<file path="config.mk">
export PLATFORM = sky130hd
export DESIGN_NAME = fp_align_stage
export DESIGN_NICKNAME = d
export VERILOG_FILES = /design/src/rtl/fp_align_stage.sv
export SDC_FILE = /design/constraint.sdc
export NUM_CORES = 1
export LEC_CHECK = 0
export CAP_MARGIN = 5
export CORE_ASPECT_RATIO = 2
export CORE_MARGIN = 2
export CORE_UTILIZATION = 49
export DETAILED_ROUTE_END_ITERATION = 10
export PLACE_DENSITY = 0.77
export SLEW_MARGIN = 10
export SYNTH_ARGS = -nofsm -noshare
export SYNTH_HDL_FRONTEND = slang
export SYNTH_SLANG_ARGS = --single-unit
</file>
<file path="constraint.sdc">
create_clock -name clk -period 4.55 [get_ports clk]
set_input_delay 0.91 -clock clk [delete_from_list [all_inputs] [get_ports clk]]
set_output_delay 0.91 -clock clk [all_outputs]
set_load 0.05 [all_outputs]
</file>
<file path="src/rtl/fp_align_stage.sv">
// FP adder front end: unpacks two singles, orders them by magnitude and
// right-aligns the smaller significand with guard/round/sticky over two stages.
module fp_align_stage #(
    parameter int SHIFT_W = 27
) (
    input  logic        clk,
    input  logic        rst,
    input  logic        inValid,
    output logic        inReady,
    input  logic [31:0] a,
    input  logic [31:0] b,
    input  logic        sub,
    output logic        outValid,
    input  logic        outReady,
    output logic        eop,
    output logic        aSign,
    output logic        bSign,
    output logic        aExpIsSmall,
    output logic [7:0]  bigExp,
    output logic [23:0] bigMant,
    output logic [SHIFT_W-1:0] smallMant,
    output logic        special
);
    localparam int STAGES = 2;
    localparam logic [7:0] SHIFT_LIM = 8'(SHIFT_W);

    typedef struct packed {
        logic        eop;
        logic        asign;
        logic        bsign;
        logic        asmall;
        logic        special;
        logic [7:0]  bigexp;
        logic [23:0] bigmant;
        logic [23:0] smallsig;
        logic [7:0]  diff;
    } s1_t;

    logic [STAGES:1] vld_pipe;
    logic            adv2;
    s1_t             s1_d, s1_q;

    logic [7:0]  expa, expb, effa, effb;
    logic [23:0] siga, sigb;
    logic        asmall;

    // Denormals use effective exponent 1 with no hidden bit, so the
    // {exp,sig} concatenation orders magnitudes for every finite input.
    always_comb begin
        expa   = a[30:23];
        expb   = b[30:23];
        effa   = (expa == 8'd0) ? 8'd1 : expa;
        effb   = (expb == 8'd0) ? 8'd1 : expb;
        siga   = {|expa, a[22:0]};
        sigb   = {|expb, b[22:0]};
        asmall = {effa, siga} < {effb, sigb};

        s1_d          = '0;
        s1_d.eop      = a[31] ^ b[31] ^ sub;
        s1_d.asign    = a[31];
        s1_d.bsign    = b[31] ^ sub;
        s1_d.asmall   = asmall;
        s1_d.special  = (expa == 8'hFF) || (expb == 8'hFF);
        s1_d.bigexp   = asmall ? effb : effa;
        s1_d.bigmant  = asmall ? sigb : siga;
        s1_d.smallsig = asmall ? siga : sigb;
        s1_d.diff     = asmall ? (effb - effa) : (effa - effb);
    end

    assign adv2    = !vld_pipe[2] || outReady;
    assign inReady = !vld_pipe[1] || adv2;
    assign outValid = vld_pipe[2];

    always_ff @(posedge clk or posedge rst) begin
        if (rst) begin
            vld_pipe[1] <= 1'b0;
            s1_q        <= '0;
        end else if (inReady) begin
            vld_pipe[1] <= inValid;
            if (inValid)
                s1_q <= s1_d;
        end
    end

    logic [SHIFT_W-1:0] ext, shifted, mask, align;

    // Anything shifted past bit 0 collapses into the sticky bit.
    always_comb begin
        ext     = {s1_q.smallsig, {(SHIFT_W-24){1'b0}}};
        shifted = '0;
        mask    = '0;
        if (s1_q.diff >= SHIFT_LIM) begin
            align = {{(SHIFT_W-1){1'b0}}, |s1_q.smallsig};
        end else begin
            shifted = ext >> s1_q.diff;
            mask    = ~({SHIFT_W{1'b1}} << s1_q.diff);
            align   = shifted | {{(SHIFT_W-1){1'b0}}, |(ext & mask)};
        end
    end

    always_ff @(posedge clk or posedge rst) begin
        if (rst) begin
            vld_pipe[2] <= 1'b0;
            eop         <= 1'b0;
            aSign       <= 1'b0;
            bSign       <= 1'b0;
            aExpIsSmall <= 1'b0;
            special     <= 1'b0;
            bigExp      <= '0;
            bigMant     <= '0;
            smallMant   <= '0;
        end else if (adv2) begin
            vld_pipe[2] <= vld_pipe[1];
            if (vld_pipe[1]) begin
                eop         <= s1_q.eop;
                aSign       <= s1_q.asign;
                bSign       <= s1_q.bsign;
                aExpIsSmall <= s1_q.asmall;
                special     <= s1_q.special;
                bigExp      <= s1_q.bigexp;
                bigMant     <= s1_q.bigmant;
                smallMant   <= align;
            end
        end
    end

endmodule

</file>
==> results.py <==
metrics = {
    "critical_path": {
        "critical_path_class": "in2reg",
        "critPathMaxStageDelay_ns": 0.53,
        "r2r-start": "s1_q[1]$_DFFE_PP0P_",
        "worst_ep_required_time_ns": 4.82,
        "path_cells": "clkdlybuf4s50_1 > nor4_1 > nand2_1 > inv_1 > nor2_1 > inv_1 > ha_1 > nand4_1 > or2_1 > or4_4 > o21ai_4 > buf_12 > mux2i_1 > o21ai_0",
        "crit_buf_inv": 4,
        "crit_path_top_delay_cell": "or4_4",
        "startpoint_type": "input port",
        "critPathTopFamily": "simple AND/OR/NAND/NOR gates",
        "cp.arrival_ns": 4.28,
        "rr_endpoint": "smallMant[3]$_DFFE_PP0P_",
        "end_kind": "flip-flop",
        "reg2reg_depth": 8,
        "crit_end": "s1_q[38]$_DFFE_PP0P_",
        "critPathLaunch": "b[25]",
        "critical_path_peak_fanout": 25,
        "cp_common_cell": "inv_1",
        "worst-path-stages": 14,
        "rrSetupSlack_ns": 1.74,
    },
    "cts": {
        "tritoncts": "done",
        "clockBufferDepth": 2,
        "cts_setup_buffers": 0,
        "htreeDepth": 4,
        "cts_buffers": 17,
        "postCtsResizedCells": 0,
        "clk_latency_ns": 0.43,
        "ctsHoldBuffers": 0,
        "clock_sinks": 135,
        "root_buffer": "clkbuf_16",
        "path_clk_slew_ns": 0.06,
    },
    "route": {
        "wl_per_cell_um": 18.2,
        "drc": 0,
        "drtIter0Drc": 438,
        "vias": 7400,
        "drtAntennaViolNets": 0,
        "totalWireLength_um": 23000,
        "dr.pass1.iters": 5,
        "via_per_inst": 5.87,
    },
    "place": {
        "dpl.cell_count": 1229,
        "hpwl_um": 17100,
        "io_buffers": 134,
        "placed_area_um2": 9960,
        "gp_congestion": 0.914,
        "place_ws_ns": 0.139,
    },
    "yosys": {
        "syn-cell-area_um2": 8480,
        "synth_area_leaders": "dfrtp_1 (40%), mux2i_1 (11%), o21ai_0 (6.7%)",
        "synth_cells": 940,
        "ys_ff_latch": 135,
        "avgSynthCellArea_um2": 9.02,
        "synth.distinct_cells": 67,
        "ys_async_sr_fraction_pct": 100,
        "synth_ff_type": "dfrtp_1",
        "yosys-top-cells-count": "dfrtp_1 (135), nand2_1 (131), o21ai_0 (113)",
        "synth-edff-count": 0,
        "ys_seq_area_share_pct": 39.8,
        "synth_top_cell_by_area": "dfrtp_1",
        "synth_warnings": 0,
        "synth_top_area_share_pct": 39.8,
        "yosysMostFrequentCell": "dfrtp_1",
        "syn_nets": 1049,
    },
    "power": {
        "ir_worst_vdd_uv": 299,
        "leakagePower_nw": 4.75,
        "p_total_mw": 4.82,
        "pwr_density_cell_nw_per_um2": 457,
    },
    "timing": {
        "worstMarginPinSlew_ns": 0.974,
        "clock.fmax_mhz": 249,
        "drv_slew": 0,
        "fin_crit_ns": 4.01,
        "rsz0062_at_grt": "no",
        "setup_tns_ns": 0,
        "fin_crit_sh_pct": 88.1,
        "finalSetupViolations": 0,
        "timing.final.ws_setup_ns": 0.541,
        "slew_headroom_pct": 35.0,
        "finalHoldViolations": 0,
        "finClkSkew_ns": 0.00971,
    },
    "grt": {
        "grt-ovfl-total": 0,
        "grt_max_degree": 99,
        "track_usage_pct": 24.8,
        "antenna_found_initial": 0,
        "grt_pass1_vias": 7300,
        "grt_pass1_wl_um": 36900,
    },
    "layout": {
        "fillers": 1399,
        "stdcell_area_um2": 10600,
        "antennaDiodeCount": 0,
        "fin_cells": 1261,
        "regArea_um2": 3380,
        "drive_gt1_share_pct": 9.90,
        "fin_nets": 1147,
        "syn2layout_area_growth_pct": 24.5,
        "multi_input_area_um2": 4630,
    },
    "die": {
        "num_rows": 68,
        "die_area_um2": 18400,
        "start_util_pct": 49.6,
        "die_h_um": 190,
        "die_width_um": 97.0,
        "ios": 135,
        "core_um2": 17100,
    },
    "outcome": {
        "status": "finished, final reports clean",
    },
    "hold_path": {
        "hp-class": "reg2reg",
    },
    "run": {
        "maxCapViolCount": 0,
    },
}
final cells by class:
type / instances / share of cell area, %
clock buffer: 18 / 4.16
clock inverter: 14 / 1.55
inverter: 49 / 1.76
multi-input combinational: 685 / 43.9
sequential: 135 / 32.0
tap: 210 / 2.49
timing repair buffer: 150 / 14.2
stage by stage:
stage	hold slack (ns)	util (%)
floorplan	0.442	-
global placement	0.457	58.2
detailed placement	0.466	58.2
CTS	0.481	61.8
global route	0.494	61.8
finish	0.475	61.8
worst min path at each step:
stage                                   startpoint                        to  depth (start not counted)
final                     smallMant[2]$_DFFE_PP0P_  smallMant[2]$_DFFE_PP0P_                          1
after floorplan               s1_q[67]$_DFFE_PP0P_      s1_q[67]$_DFFE_PP0P_                          2
after global placement        s1_q[67]$_DFFE_PP0P_      s1_q[67]$_DFFE_PP0P_                          2
after CTS                 smallMant[2]$_DFFE_PP0P_  smallMant[2]$_DFFE_PP0P_                          1
after detailed placement      s1_q[33]$_DFFE_PP0P_      s1_q[33]$_DFFE_PP0P_                          2
after global routing      smallMant[2]$_DFFE_PP0P_  smallMant[2]$_DFFE_PP0P_                          1
per-layer routing:
| metal | vias to the layer above | share of wire [%] | GRT usage [%] |
|---|---|---|---|
| met5 | - | 0 | 0 |
| met4 | 0 | 3.1 | 10.2 |
| met2 | 299 | 54 | 45.7 |
| met3 | 58 | 5.2 | 3.71 |
| li1 | 3524 | - | - |
| met1 | 3519 | 38 | 28.4 |
cells by family (layout without fill, tap and decap cells):
family,after synthesis,after routing,synth area share (%)
AO/OA/AOI/OAI,233,233,16.5
XOR/XNOR,2,2,0.207
adder cells (fa/ha/maj),41,41,6.19
buffers and inverters,120,231,5.80
flip-flops,135,135,39.8
multiplexers,138,138,17.2
AND/OR/NAND/NOR,271,271,14.2
cells in the final DEF (no fill, tap or decap), types with 5 or more instances in the layout:
cell type	Yosys	routed
a22o_1	11	11
a21oi_1	39	39
nor4_1	7	7
clkbuf_16	0	17
clkinvlp_4	0	5
mux2i_1	91	91
a22oi_1	5	5
nor2_1	60	60
inv_1	47	46
ha_1	38	38
nand2b_1	6	6
mux2_2	45	45
nor3_1	20	20
nand4_1	16	16
a21o_1	8	8
clkdlybuf4s50_1	0	134
o211ai_1	5	5
nand2_1	131	129
dfrtp_1	135	135
nor2b_1	5	5
o21ai_0	113	113
a211oi_1	10	10
buf_4	3	13
power breakdown:
part | internal, mW | leakage [nW] | switching, mW
combinational | 0.684 | 2.78 | 1.10
sequential | 1.41 | 1.69 | 0.230
clock | 0.835 | 0.280 | 0.566
state kept, by name, indices dropped and copies added (netlist names):
register and cells:
eop 1, outValid 1, special 1, bSign 1, ext 24, bigExp 8
vld_pipe 1, bigMant 24, smallMant 27, aSign 1, aExpIsSmall 1, s1_q 45
(Power assumes the default switching activity.)
